### config.mk
export PLATFORM = sky130hd
export DESIGN_NAME = simd_lane_accum_flat
export DESIGN_NICKNAME = d
export VERILOG_FILES = /design/src/rtl/simd_lane_accum_if.sv /design/src/rtl/simd_lane_accum.sv /design/src/flat_wrapper.sv
export SDC_FILE = /design/constraint.sdc
export NUM_CORES = 1
export LEC_CHECK = 0
export BUFFER_PORTS_ARGS = -buffer_cell sky130_fd_sc_hd__buf_2
export CAP_MARGIN = 25
export CORE_MARGIN = 5
export CORE_UTILIZATION = 52
export DETAILED_ROUTE_END_ITERATION = 10
export MAX_ROUTING_LAYER = met4
export PLACE_DENSITY = 0.82
export SLEW_MARGIN = 20
export SYNTH_ARGS = -nofsm -noshare
export SYNTH_HDL_FRONTEND = slang
export SYNTH_SLANG_ARGS = --single-unit
### constraint.sdc
create_clock -name i_clk -period 2.6 [get_ports i_clk]
set_input_delay 0.52 -clock i_clk [delete_from_list [all_inputs] [get_ports i_clk]]
set_output_delay 0.52 -clock i_clk [all_outputs]
set_load 0.02 [all_outputs]
### src/rtl/simd_lane_accum_if.sv
// Bundles the sample-side inputs and result-side outputs of the SIMD lane accumulator.
// Widths follow the same parameters as the accumulator so a single instance sizes both ends.
// The master drives operands and controls; the slave (the accumulator) drives results.
interface simd_lane_accum_if #(
  parameter int NLANES   = 4,
  parameter int WIDTH    = 12,
  parameter int ACC_BITS = 4
);
  localparam int OW = WIDTH + 1 + ACC_BITS;

  logic [NLANES*WIDTH-1:0] a_in;
  logic [NLANES*WIDTH-1:0] b_in;
  logic                    valid_in;
  logic                    mode;
  logic [ACC_BITS-1:0]     acc_len;
  logic                    flush;
  logic [NLANES*OW-1:0]    sum_out;
  logic [ACC_BITS:0]       cnt_out;
  logic                    valid_out;
  logic                    busy;

  modport master (
    output a_in, b_in, valid_in, mode, acc_len, flush,
    input  sum_out, cnt_out, valid_out, busy
  );

  modport slave (
    input  a_in, b_in, valid_in, mode, acc_len, flush,
    output sum_out, cnt_out, valid_out, busy
  );
endinterface

### src/rtl/simd_lane_accum.sv
// Per-lane unsigned pair adder with optional windowed accumulation of the pair sums.
// Latency 2+INPUT_REG cycles from the closing sample (or flush) to valid_out.
// No backpressure: accepts one sample per cycle continuously, windows may abut with no bubble.
module simd_lane_accum #(
  parameter int NLANES    = 4,
  parameter int WIDTH     = 12,
  parameter int ACC_BITS  = 4,
  parameter int INPUT_REG = 1
) (
  input  logic            i_clk,
  input  logic            i_rst,
  simd_lane_accum_if.slave io_bus
);
  localparam int OW = WIDTH + 1 + ACC_BITS;
  localparam logic [ACC_BITS:0] CNT_ONE = (ACC_BITS+1)'(1);

  typedef enum logic {S_IDLE, S_ACCUM} state_t;

  // Stage 0 outputs (registered or straight from the bus)
  logic [NLANES*WIDTH-1:0] w_s0_a;
  logic [NLANES*WIDTH-1:0] w_s0_b;
  logic                    w_s0_vld;
  logic                    w_s0_mode;
  logic [ACC_BITS-1:0]     w_s0_len;
  logic                    w_s0_flush;

  generate
    if (INPUT_REG != 0) begin : g_in_reg
      logic [NLANES*WIDTH-1:0] r_a;
      logic [NLANES*WIDTH-1:0] r_b;
      logic                    r_vld;
      logic                    r_mode;
      logic [ACC_BITS-1:0]     r_len;
      logic                    r_flush;

      // Optional input register: eases timing into the lane adders.
      always_ff @(posedge i_clk) begin
        if (i_rst) begin
          r_a     <= '0;
          r_b     <= '0;
          r_vld   <= 1'b0;
          r_mode  <= 1'b0;
          r_len   <= '0;
          r_flush <= 1'b0;
        end else begin
          r_a     <= io_bus.a_in;
          r_b     <= io_bus.b_in;
          r_vld   <= io_bus.valid_in;
          r_mode  <= io_bus.mode;
          r_len   <= io_bus.acc_len;
          r_flush <= io_bus.flush;
        end
      end

      assign w_s0_a     = r_a;
      assign w_s0_b     = r_b;
      assign w_s0_vld   = r_vld;
      assign w_s0_mode  = r_mode;
      assign w_s0_len   = r_len;
      assign w_s0_flush = r_flush;
    end else begin : g_in_wire
      assign w_s0_a     = io_bus.a_in;
      assign w_s0_b     = io_bus.b_in;
      assign w_s0_vld   = io_bus.valid_in;
      assign w_s0_mode  = io_bus.mode;
      assign w_s0_len   = io_bus.acc_len;
      assign w_s0_flush = io_bus.flush;
    end
  endgenerate

  // Stage 1 state
  logic [WIDTH:0]      r_s1_p [NLANES];
  logic                r_s1_vld;
  logic                r_s1_mode;
  logic [ACC_BITS-1:0] r_s1_len;
  logic                r_s1_flush;

  // Stage 1: full-width lane pair sums; the carry lands in the MSB, lanes never interact.
  always_ff @(posedge i_clk) begin
    if (i_rst) begin
      for (int i = 0; i < NLANES; i++) r_s1_p[i] <= '0;
      r_s1_vld   <= 1'b0;
      r_s1_mode  <= 1'b0;
      r_s1_len   <= '0;
      r_s1_flush <= 1'b0;
    end else begin
      for (int i = 0; i < NLANES; i++) begin
        r_s1_p[i] <= {1'b0, w_s0_a[i*WIDTH +: WIDTH]} + {1'b0, w_s0_b[i*WIDTH +: WIDTH]};
      end
      r_s1_vld   <= w_s0_vld;
      r_s1_mode  <= w_s0_mode;
      r_s1_len   <= w_s0_len;
      r_s1_flush <= w_s0_flush;
    end
  end

  // Stage 2 state
  state_t              r_state;
  logic [OW-1:0]       r_acc [NLANES];
  logic [ACC_BITS:0]   r_cnt;
  logic [ACC_BITS-1:0] r_len;
  logic [OW-1:0]       r_sum [NLANES];
  logic [ACC_BITS:0]   r_cnt_out;
  logic                r_vld_out;

  logic [OW-1:0]       w_acc_nxt [NLANES];
  logic [ACC_BITS:0]   w_cnt_nxt;
  logic                w_close;

  // Accumulator after folding in this cycle's sample (if any), and the window-close decision.
  always_comb begin
    w_cnt_nxt = r_cnt + {{ACC_BITS{1'b0}}, r_s1_vld};
    w_close   = r_s1_flush || (r_s1_vld && (w_cnt_nxt == ({1'b0, r_len} + CNT_ONE)));
    for (int i = 0; i < NLANES; i++) begin
      w_acc_nxt[i] = r_s1_vld ? (r_acc[i] + OW'(r_s1_p[i])) : r_acc[i];
    end
  end

  // Stage 2: window FSM; opens on a sample in IDLE, emits on the N-th sample or on flush.
  always_ff @(posedge i_clk) begin
    if (i_rst) begin
      r_state   <= S_IDLE;
      r_cnt     <= '0;
      r_len     <= '0;
      r_cnt_out <= '0;
      r_vld_out <= 1'b0;
      for (int i = 0; i < NLANES; i++) begin
        r_acc[i] <= '0;
        r_sum[i] <= '0;
      end
    end else begin
      r_vld_out <= 1'b0;
      case (r_state)
        S_IDLE: begin
          if (r_s1_vld) begin
            if (!r_s1_mode || (r_s1_len == '0) || r_s1_flush) begin
              // Single-sample result: plain pair sum, zero-extended.
              for (int i = 0; i < NLANES; i++) r_sum[i] <= OW'(r_s1_p[i]);
              r_cnt_out <= CNT_ONE;
              r_vld_out <= 1'b1;
            end else begin
              // Window parameters are frozen here; later changes wait for the next window.
              for (int i = 0; i < NLANES; i++) r_acc[i] <= OW'(r_s1_p[i]);
              r_cnt   <= CNT_ONE;
              r_len   <= r_s1_len;
              r_state <= S_ACCUM;
            end
          end
        end
        S_ACCUM: begin
          if (w_close) begin
            for (int i = 0; i < NLANES; i++) begin
              r_sum[i] <= w_acc_nxt[i];
              r_acc[i] <= '0;
            end
            r_cnt_out <= w_cnt_nxt;
            r_vld_out <= 1'b1;
            r_cnt     <= '0;
            r_state   <= S_IDLE;
          end else begin
            for (int i = 0; i < NLANES; i++) r_acc[i] <= w_acc_nxt[i];
            r_cnt <= w_cnt_nxt;
          end
        end
        default: r_state <= S_IDLE;
      endcase
    end
  end

  genvar g;
  generate
    for (g = 0; g < NLANES; g++) begin : g_pack
      assign io_bus.sum_out[g*OW +: OW] = r_sum[g];
    end
  endgenerate

  assign io_bus.cnt_out   = r_cnt_out;
  assign io_bus.valid_out = r_vld_out;
  assign io_bus.busy      = (r_state == S_ACCUM);
endmodule

### src/flat_wrapper.sv
// flat-port wrapper written by rule: the top's interface ports become plain ports
module simd_lane_accum_flat 
#(
  parameter int NLANES    = 4,
  parameter int WIDTH     = 12,
  parameter int ACC_BITS  = 4,
  parameter int INPUT_REG = 1
)
  (i_clk, i_rst, io_bus_a_in, io_bus_b_in, io_bus_valid_in, io_bus_mode, io_bus_acc_len, io_bus_flush, io_bus_sum_out, io_bus_cnt_out, io_bus_valid_out, io_bus_busy);
  simd_lane_accum_if #(.NLANES(NLANES), .WIDTH(WIDTH), .ACC_BITS(ACC_BITS)) io_bus_i ();
  input  logic i_clk;
  input  logic i_rst;
  input wire logic [$bits(io_bus_i.a_in)-1:0] io_bus_a_in;
  input wire logic [$bits(io_bus_i.b_in)-1:0] io_bus_b_in;
  input wire logic [$bits(io_bus_i.valid_in)-1:0] io_bus_valid_in;
  input wire logic [$bits(io_bus_i.mode)-1:0] io_bus_mode;
  input wire logic [$bits(io_bus_i.acc_len)-1:0] io_bus_acc_len;
  input wire logic [$bits(io_bus_i.flush)-1:0] io_bus_flush;
  output wire logic [$bits(io_bus_i.sum_out)-1:0] io_bus_sum_out;
  output wire logic [$bits(io_bus_i.cnt_out)-1:0] io_bus_cnt_out;
  output wire logic [$bits(io_bus_i.valid_out)-1:0] io_bus_valid_out;
  output wire logic [$bits(io_bus_i.busy)-1:0] io_bus_busy;
  assign io_bus_i.a_in = io_bus_a_in;
  assign io_bus_i.b_in = io_bus_b_in;
  assign io_bus_i.valid_in = io_bus_valid_in;
  assign io_bus_i.mode = io_bus_mode;
  assign io_bus_i.acc_len = io_bus_acc_len;
  assign io_bus_i.flush = io_bus_flush;
  assign io_bus_sum_out = io_bus_i.sum_out;
  assign io_bus_cnt_out = io_bus_i.cnt_out;
  assign io_bus_valid_out = io_bus_i.valid_out;
  assign io_bus_busy = io_bus_i.busy;
  simd_lane_accum #(.NLANES(NLANES), .WIDTH(WIDTH), .ACC_BITS(ACC_BITS), .INPUT_REG(INPUT_REG)) u_core (.i_clk(i_clk), .i_rst(i_rst), .io_bus(io_bus_i));
endmodule
# [Word level (Yosys, flattened, before mapping)]
# Memories as Yosys holds them, arrays and structs flattened.
# Cells that the tools add are included.
[totals] register_bits=126 mem_bits_rw=188 input_bits=105 word_cells=127 mem_count=3
[mem_list] name="u_core.r_acc" depth=4 word_bits=17 read_ports=4 rd_clocked_by_memory_dff=0 write_ports=4 line="simd_lane_accum.sv:99" text="logic [OW-1:0] r_acc [NLANES];"
[mem_list] name="u_core.r_sum" depth=4 word_bits=17 read_ports=4 rd_clocked_by_memory_dff=0 write_ports=4 line="simd_lane_accum.sv:102" text="logic [OW-1:0] r_sum [NLANES];"
[mem_list] name="u_core.r_s1_p" depth=4 word_bits=13 read_ports=4 rd_clocked_by_memory_dff=0 write_ports=4 line="simd_lane_accum.sv:72" text="logic [WIDTH:0] r_s1_p [NLANES];"
[classes] addsub=10 eq_ne=5 muxes=59 n_bitwise=26 n_reduce_logical=9
[ops] operator="17-bit 2-to-1 mux" count=24
[ops] operator="17-bit by 13-bit adder with 17-bit output" count=4
[ops] operator="12-bit by 12-bit adder with 13-bit output" count=4
[ops] operator="13-bit 2-to-1 mux" count=4
[ops] operator="5-bit 2-to-1 mux" count=6
[ops] operator="1-bit bitwise OR" count=24
[ops] operator="1-bit 2-to-1 mux" count=21
[ops] operator="5-bit one-hot mux with 2 select lines" count=2
[ops] operator="3-bit AND reduction" count=2
[ops] operator="4-bit by 1-bit adder with 5-bit output (second input constant)" count=1
[ops] operator="5-bit by 1-bit adder with 5-bit output" count=1
[ops] operator="5-bit == test" count=1
[ops] operator="4-bit zero test" count=1
[ops] operator="2-bit by 1-bit inequality test with 1-bit output (second input constant)" count=2
[ops] operator="2-bit inequality test (second input constant)" count=2
[ops] operator="1-bit one-hot mux with 2 select lines" count=2
[ops] operator="1-bit logical OR" count=3
[ops] operator="1-bit inverter" count=2
[ops] operator="2-bit AND reduction" count=1
[ops] operator="1-bit logical AND" count=1
[ops] operator="1-bit zero test" count=1

# [Longest topological paths before layout]
# Gate-level depths: netlist (run 1).
[logic_depth] word_depth=11 ltp_mapped=9 ltp_nobuf=9

# [Worst setup path after synthesis (run 1)]
# Ideal clock, no wire load.
[synth_timing] path_kind="reg2reg" start="register u_core.r_cnt[0]" end="memory u_core.r_sum[0][0] (netlist name) (enable)" setup_time_ps=334 arrival_time_ps=2220 required_time_ps=2266 setup_slack_ps=47 stages_incl_launch_ff=9 path_buffers=0 synth_period_minus_slack_ps=2553 cell_sequence="dfxtp_1 ha_1 ha_1 nand3_1 xor2_1 xnor2_1 a31o_4 a211oi_2 inv_1"
[synth_rtl] element="start, declared" line="simd_lane_accum.sv:100" text="logic [ACC_BITS:0] r_cnt;"
[synth_rtl] element="start signal, assigned" line="simd_lane_accum.sv:162" text="r_cnt <= w_cnt_nxt;"
[synth_rtl] element="end, declared" line="simd_lane_accum.sv:102"

==> results of run 1 <==
-- layout make-up --
| cell class | instances | area (um^2) | share of cell area, % |
|---|---|---|---|
| clock buffer | 46 | 987.2 | 5.267 |
| clock inverter | 10 | 75.07 | 0.4005 |
| inverter | 57 | 221.5 | 1.182 |
| multi-input combinational | 1136 | 7983 | 42.59 |
| sequential | 314 | 7610 | 40.60 |
| tap | 396 | 495.5 | 2.644 |
| timing repair buffer | 226 | 1371 | 7.316 |
-- worst max-delay path: stages (launching register included) --
cell and delay, ns:
dfxtp_1 0.47, ha_1 0.29, a211oi_1 0.28, buf_4 0.18, o21ai_0 0.19, a41oi_1 0.27
xnor2_1 0.13, mux2_2 0.29, a22o_1 0.20
-- sequential cells by signal (all words and copies together), names as in the netlist, 5 cells and up --
| signal | flops |
|---|---|
| u_core.r_cnt | 5 |
| u_core.r_sum | 68 |
| u_core.g_in_reg.r_a | 48 |
| u_core.r_s1_p | 52 |
| u_core.g_in_reg.r_b | 48 |
| u_core.io_bus.cnt_out | 5 |
| u_core.r_acc | 68 |
-- where the power goes --
| part | switching, mW | total, mW | internal, mW | leakage, nW |
|---|---|---|---|---|
| clock network | 1.87 | 4.58 | 2.71 | 0.536 |
| registers | 0.176 | 5.57 | 5.40 | 2.88 |
| logic | 0.921 | 1.59 | 0.669 | 4.21 |
| total | 2.96 | 11.7 | 8.77 | 7.62 |
-- routing by layer --
layer  vias to the layer above  global-route usage [%]  share of wire [%]
met2                       499                   33.12                 44
met4                         0                   5.501                2.0
met3                        72                   4.954                9.5
met5                         -                       -                  0
met1                      5915                   31.09                 45
li1                       6165                       -                  -
-- metrics by stage --
| stage | std cells | setup slack, ns | TNS [ns] |
|---|---|---|---|
| after floorplan | 1572 | 0.04653 | 0 |
| after global placement | 2123 | -0.04601 | -0.7282 |
| after detailed placement | 2123 | -0.1610 | -2.696 |
| after CTS | 2181 | -0.03480 | -0.8798 |
| after global routing | 2185 | -0.05443 | -1.603 |
| final | 2185 | 0.03979 | 0 |
-- cells in the final DEF (no fill, tap or decap), drive strengths merged, types with 17 or more instances in the layout --
master  count
a211oi     33
a21o       25
a21oi      68
a22o       37
buf       226
clkbuf     46
dfxtp     182
edfxtp    132
ha        103
inv        55
mux2i      27
nand2     120
nand3      24
nor2       82
nor2b     135
nor3       58
o21a       37
o21ai     133
xnor2      33
xor2       17
-- logic make-up (layout without fill, tap and decap cells) --
| logic type | Yosys count | in the layout | share of synthesized area, % |
|---|---|---|---|
| simple gates | 500 | 500 | 16.35 |
| compound gates | 442 | 442 | 18.61 |
| flops | 314 | 314 | 47.99 |
| buf+inv | 122 | 339 | 3.007 |
| fa+ha+maj | 111 | 111 | 9.140 |
| xor+xnor | 50 | 50 | 2.763 |
| mux | 33 | 33 | 2.131 |
-- repair_timing --
item	4_1_cts	5_1_grt
endpoints found under the setup margin	40	188
gates cloned	0	0
hold buffers	0	0
setup buffers	2	4
pin swaps	0	12
resized for setup	5	44
-- worst paths after layout --
check	endpoint	slack [ns]	cells past startpoint
worst min-delay path	u_core.g_in_reg.r_b[11]$_SDFF_PP0_	0.16	2
worst min register to register	u_core.r_s1_flush$_SDFF_PP0_	0.45	1
worst max register to register	u_core.r_sum[2][9]$_DFFE_PP_	0.04	8
worst max-delay path	u_core.r_sum[2][9]$_DFFE_PP_	0.04	8
==> flow_metrics.py, run 1 <==
metrics = {
    "outcome": {
        "status": "complete, no violations",
    },
    "yosys": {
        "synth.distinct_cells": 71,
        "yosys_register_bits": 314,
        "yosysWarnings": 0,
        "syn_area_um2": 15850,
        "yosysMostFrequentCell": "dfxtp_1",
        "ys_top_cells_by_area": "edfxtp_1 25%, dfxtp_1 23%, ha_1 8.1%, nor2b_1 5.3%, o21ai_0 3.1%",
        "synthFlopType": "dfxtp_1",
        "postSynth.asyncResetShare_pct": 0,
        "synth.top_cell.area_share_pct": 25.01,
        "synth-seq-area-share_pct": 47.99,
        "postSynthCellCount": 1572,
        "synthTopCellsByCount": "182 x dfxtp_1, 135 x nor2b_1, 132 x edfxtp_1",
        "synth.avg_cell_area_um2": 10.08,
        "yosysTopAreaCell": "edfxtp_1",
        "synth.net_count": 1788,
        "synth_edf_count": 132,
    },
    "final_layout": {
        "final_nets": 1982,
        "final_layout_size_suffix_gt1_share_pct": 18.89,
        "fin_area_um2": 18740,
        "fillers": 2408,
        "syn2layout_area_growth_pct": 18.24,
        "diodes": 0,
        "final_util_pct": 61.76,
    },
    "setup_path": {
        "critPathRequiredTime_ns": 2.91,
        "start_kind": "register",
        "crit_path_max_fanout": 4,
        "critPathLaunch": "u_core.r_s1_p[2][1]$_SDFF_PP0_",
        "path_class": "register to register",
        "arrival_ns": 2.87,
        "end_kind": "register",
        "reg2reg_from": "u_core.r_s1_p[2][1]$_SDFF_PP0_",
    },
    "routing": {
        "antenna_left": 0,
        "num_vias": 12650,
        "route.detailed.drc": 0,
        "drt_iter0_markers": 1070,
        "avgRoutedWirePerCell_um": 17.67,
        "drt-vias-per-instance": 5.790,
        "drtPass1Iterations": 5,
        "route.final.wire_length_um": 38610,
    },
    "floorplan": {
        "std_cell_rows": 64,
        "core-area_um2": 30350,
        "die_w_um": 184.6,
        "io_pins": 180,
        "initial_core_util_pct": 52.23,
        "die_area_um2": 34080,
        "die_h_um": 184.6,
    },
    "timing": {
        "setup_violations": 0,
        "period_share_pct": 98.47,
        "tightest_slew_ns": 0.8215,
        "final_hold_viol_count": 0,
        "fmax_ghz": 0.3906,
        "fin_worst_skew_ns": 0.01549,
        "rsz0062_at_grt": "true",
        "slew_headroom_pct": 45.17,
        "drv_slew": 0,
        "finalCriticalPeriod_ns": 2.560,
        "hold_ws_ns": 0.1602,
    },
    "power_and_ir_drop": {
        "power_density_nw_per_um2": 626.2,
        "vdd_drop_max_uv": 500.9,
        "leakagePower_nw": 7.624,
        "p_total_mw": 11.74,
    },
    "grt": {
        "grt_pass1_wl_um": 60460,
        "grt_usage_pct": 22.23,
        "grt_max_degree": 174,
        "grt-ovfl-total": 0,
        "grt_pass1_vias": 12010,
        "grt_antenna_before_repair": 0,
    },
    "job": {
        "cap_violations": 0,
    },
    "clock_tree": {
        "clock_path_buffers": 3,
        "clk_latency_ns": 0.57,
        "cts-root-buf": "clkbuf_16",
        "cts_tree": "built",
        "cts_inserted_buffers": 31,
        "cts.clk_slew.worst_paths_ns": 0.07,
        "htree_num_levels": 1,
        "clock_sinks": 314,
    },
    "placed_design": {
        "gp_congestion": 0.9180,
        "post_dp_cell_area_um2": 17420,
        "dp_hpwl_um": 27060,
        "io_buffer_count": 179,
    },
    "worst_hold_path": {
        "holdCritStartpoint": "io_bus_b_in[11]",
        "hold_path_class": "input port to register",
    },
}
Power figures use the tool's default switching activity.
==> run 2: changes to the inputs <==
--- a/config.mk
+++ b/config.mk
@@ -11,4 +11,5 @@
 export CORE_UTILIZATION = 52
 export DETAILED_ROUTE_END_ITERATION = 10
+export GPL_TIMING_DRIVEN = 0
 export MAX_ROUTING_LAYER = met4
 export PLACE_DENSITY = 0.82
==> constraint.sdc (replaced) <==
create_clock -name i_clk -period 2.6 [get_ports i_clk]
set_input_delay 0.52 -clock i_clk [delete_from_list [all_inputs] [get_ports i_clk]]
set_output_delay 0.52 -clock i_clk [all_outputs]
set_load 0.1 [all_outputs]
==> flow_metrics.py, run 2 (synthesized netlist as in run 1, its figures left out) <==
metrics = {
    "clock_tree": {
        "cts_tree": "built",
        "cts_inserted_buffers": 31,
        "clock_sinks": 314,
        "clock_path_buffers": 3,
        "clk_latency_ns": 0.57,
        "htree_num_levels": 1,
        "cts-root-buf": "clkbuf_16",
        "cts.clk_slew.worst_paths_ns": 0.07,
    },
    "floorplan": {
        "die_h_um": 184.6,
        "initial_core_util_pct": 52.23,
        "die_area_um2": 34080,
        "io_pins": 180,
        "die_w_um": 184.6,
        "std_cell_rows": 64,
        "core-area_um2": 30350,
    },
    "grt": {
        "grt_usage_pct": 26.07,
        "grt-ovfl-total": 0,
        "grt_pass1_vias": 12660,
        "grt_pass1_wl_um": 68570,
        "grt_max_degree": 19,
        "grt_antenna_before_repair": 0,
    },
    "timing": {
        "tightest_slew_ns": 0.9855,
        "drv_slew": 0,
        "tns_ns": 0,
        "slew_headroom_pct": 34.30,
        "fin_worst_skew_ns": 0.02008,
        "rsz0062_at_grt": "true",
        "final_hold_viol_count": 0,
        "period_share_pct": 99.75,
        "setup_violations": 0,
        "finalCriticalPeriod_ns": 2.593,
        "fmax_ghz": 0.3856,
    },
    "placed_design": {
        "dp_hpwl_um": 31990,
        "gp_congestion": 0.9751,
        "placedCellCount": 2146,
        "io_buffer_count": 178,
    },
    "setup_path": {
        "end_kind": "register",
        "critPathRequiredTime_ns": 2.98,
        "path_class": "register to register",
        "slowest_delay_ns": 0.52,
        "crit_path_max_fanout": 10,
        "worstPathCellList": "or4_1 -> nand3b_1 -> nand3_1 -> nor2_4 -> buf_2 -> nand2_1 -> o21ai_1",
        "start_kind": "register",
        "slowest_stage": "or4_1",
        "arrival_ns": 2.97,
    },
    "routing": {
        "num_vias": 13280,
        "met1Wirelength_um": 18510,
        "drt-vias-per-instance": 5.980,
        "drt_iter0_markers": 1591,
        "route.final.wire_length_um": 44540,
        "met3_wirelength_um": 4101,
        "drtPass1Iterations": 8,
        "top_layer": "met4",
        "route.detailed.drc": 0,
        "avgRoutedWirePerCell_um": 20.05,
        "antenna_left": 0,
        "wl_met2_um": 20120,
    },
    "final_layout": {
        "multi_input_area_um2": 8089,
        "final_cell_mix": "183 x buf_2, 178 x dfxtp_1, 133 x nor2b_1, 132 x edfxtp_1, 120 x nand2_1",
        "syn2layout_area_growth_pct": 19.61,
        "seq_area_um2": 7615,
        "final_layout_size_suffix_gt1_share_pct": 19.56,
        "final_cells": 2221,
        "final_common_cell": "buf_2",
        "fillers": 2427,
        "final_nets": 2017,
        "top_regs": "u_core.r_acc: 68 flops, u_core.r_sum: 68 flops, u_core.r_s1_p: 52 flops",
        "diodes": 0,
    },
    "job": {
        "cap_violations": 0,
    },
    "outcome": {
        "status": "complete, no violations",
    },
    "power_and_ir_drop": {
        "power_density_nw_per_um2": 646.1,
        "leakagePower_nw": 7.653,
        "vdd_drop_max_uv": 456.5,
    },
    "worst_hold_path": {
        "hold_path_class": "input port to register",
    },
}
==> run 2: changes by cell type in the layout (fill, tap and decap cells not counted), moves of 5 or more <==
cell,change
clkbuf_2,+9
clkbuf_1,+25
buf_1,+6
clkinvlp_4,+6
buf_2,+5
buf_4,-15
clkbuf_4,+5
buf_12,-5
clkinv_2,-7
==> run 2: what timing repair did <==
action,in CTS,in global routing
setup buffers,16,9
hold buffers,0,0
setup endpoints to repair,272,244
gates resized for setup,67,47
pin swaps,9,21
==> run 2: final timing paths <==
check,start,end,slack (ns),cells past startpoint
worst min-delay path,io_bus_b_in[17],u_core.g_in_reg.r_b[17]$_SDFF_PP0_,0.16,2
worst max register to register,u_core.r_s1_len[0]$_SDFF_PP0_,u_core.r_sum[2][11]$_DFFE_PP_,0.007,7
worst min register to register,u_core.g_in_reg.r_mode$_SDFF_PP0_,u_core.r_s1_mode$_SDFF_PP0_,0.43,1
worst max-delay path,u_core.r_s1_len[0]$_SDFF_PP0_,u_core.r_sum[2][11]$_DFFE_PP_,0.007,7
==> run 2: through the flow <==
| step | hold WS (ns) | area [um^2] | utilization (%) | total power, mW | setup WS, ns |
|---|---|---|---|---|---|
| floorplan | 0.4138 | 15850 | - | 7.022 | 0.04653 |
| global placement | 0.4199 | 17240 | 56.80 | 7.459 | -0.7068 |
| detailed placement | 0.4304 | 17250 | 56.82 | 7.512 | -0.8116 |
| CTS | 0.1414 | 18730 | 61.70 | 12.21 | -0.1136 |
| global route | 0.1473 | 18960 | 62.48 | 12.70 | -0.1047 |
| finish | 0.1578 | 18960 | 62.48 | 12.25 | 0.006543 |
==> run 2: per-layer routing <==
metal	up-vias	global-route usage, %
met5	-	-
met4	0	9.465
met3	119	4.283
met2	690	40.30
met1	6232	34.88
li1	6240	-
==> run 2: where the power goes <==
part           internal [mW]  switching [mW]  total [mW]
registers               5.39           0.181        5.57
clock network           2.74            1.95        4.69
logic                  0.676            1.31        1.99
==> run 2: worst max-delay path: cells and delay by family, from the launching register on <==
family / cells / cell delay (ns)
compound gates: 1 / 0.17
buf+inv: 1 / 0.38
flops: 1 / 0.31
simple gates: 5 / 1.55
==> run 2: final cells by class <==
type / count / share of cell area [%]
Buffer: 60 / 1.689
Clock buffer: 44 / 5.002
Clock inverter: 13 / 0.7127
Inverter: 57 / 1.227
Multi-Input combinational cell: 1136 / 42.66
Sequential cell: 314 / 40.16
Tap cell: 396 / 2.613
Timing Repair Buffer: 201 / 5.932
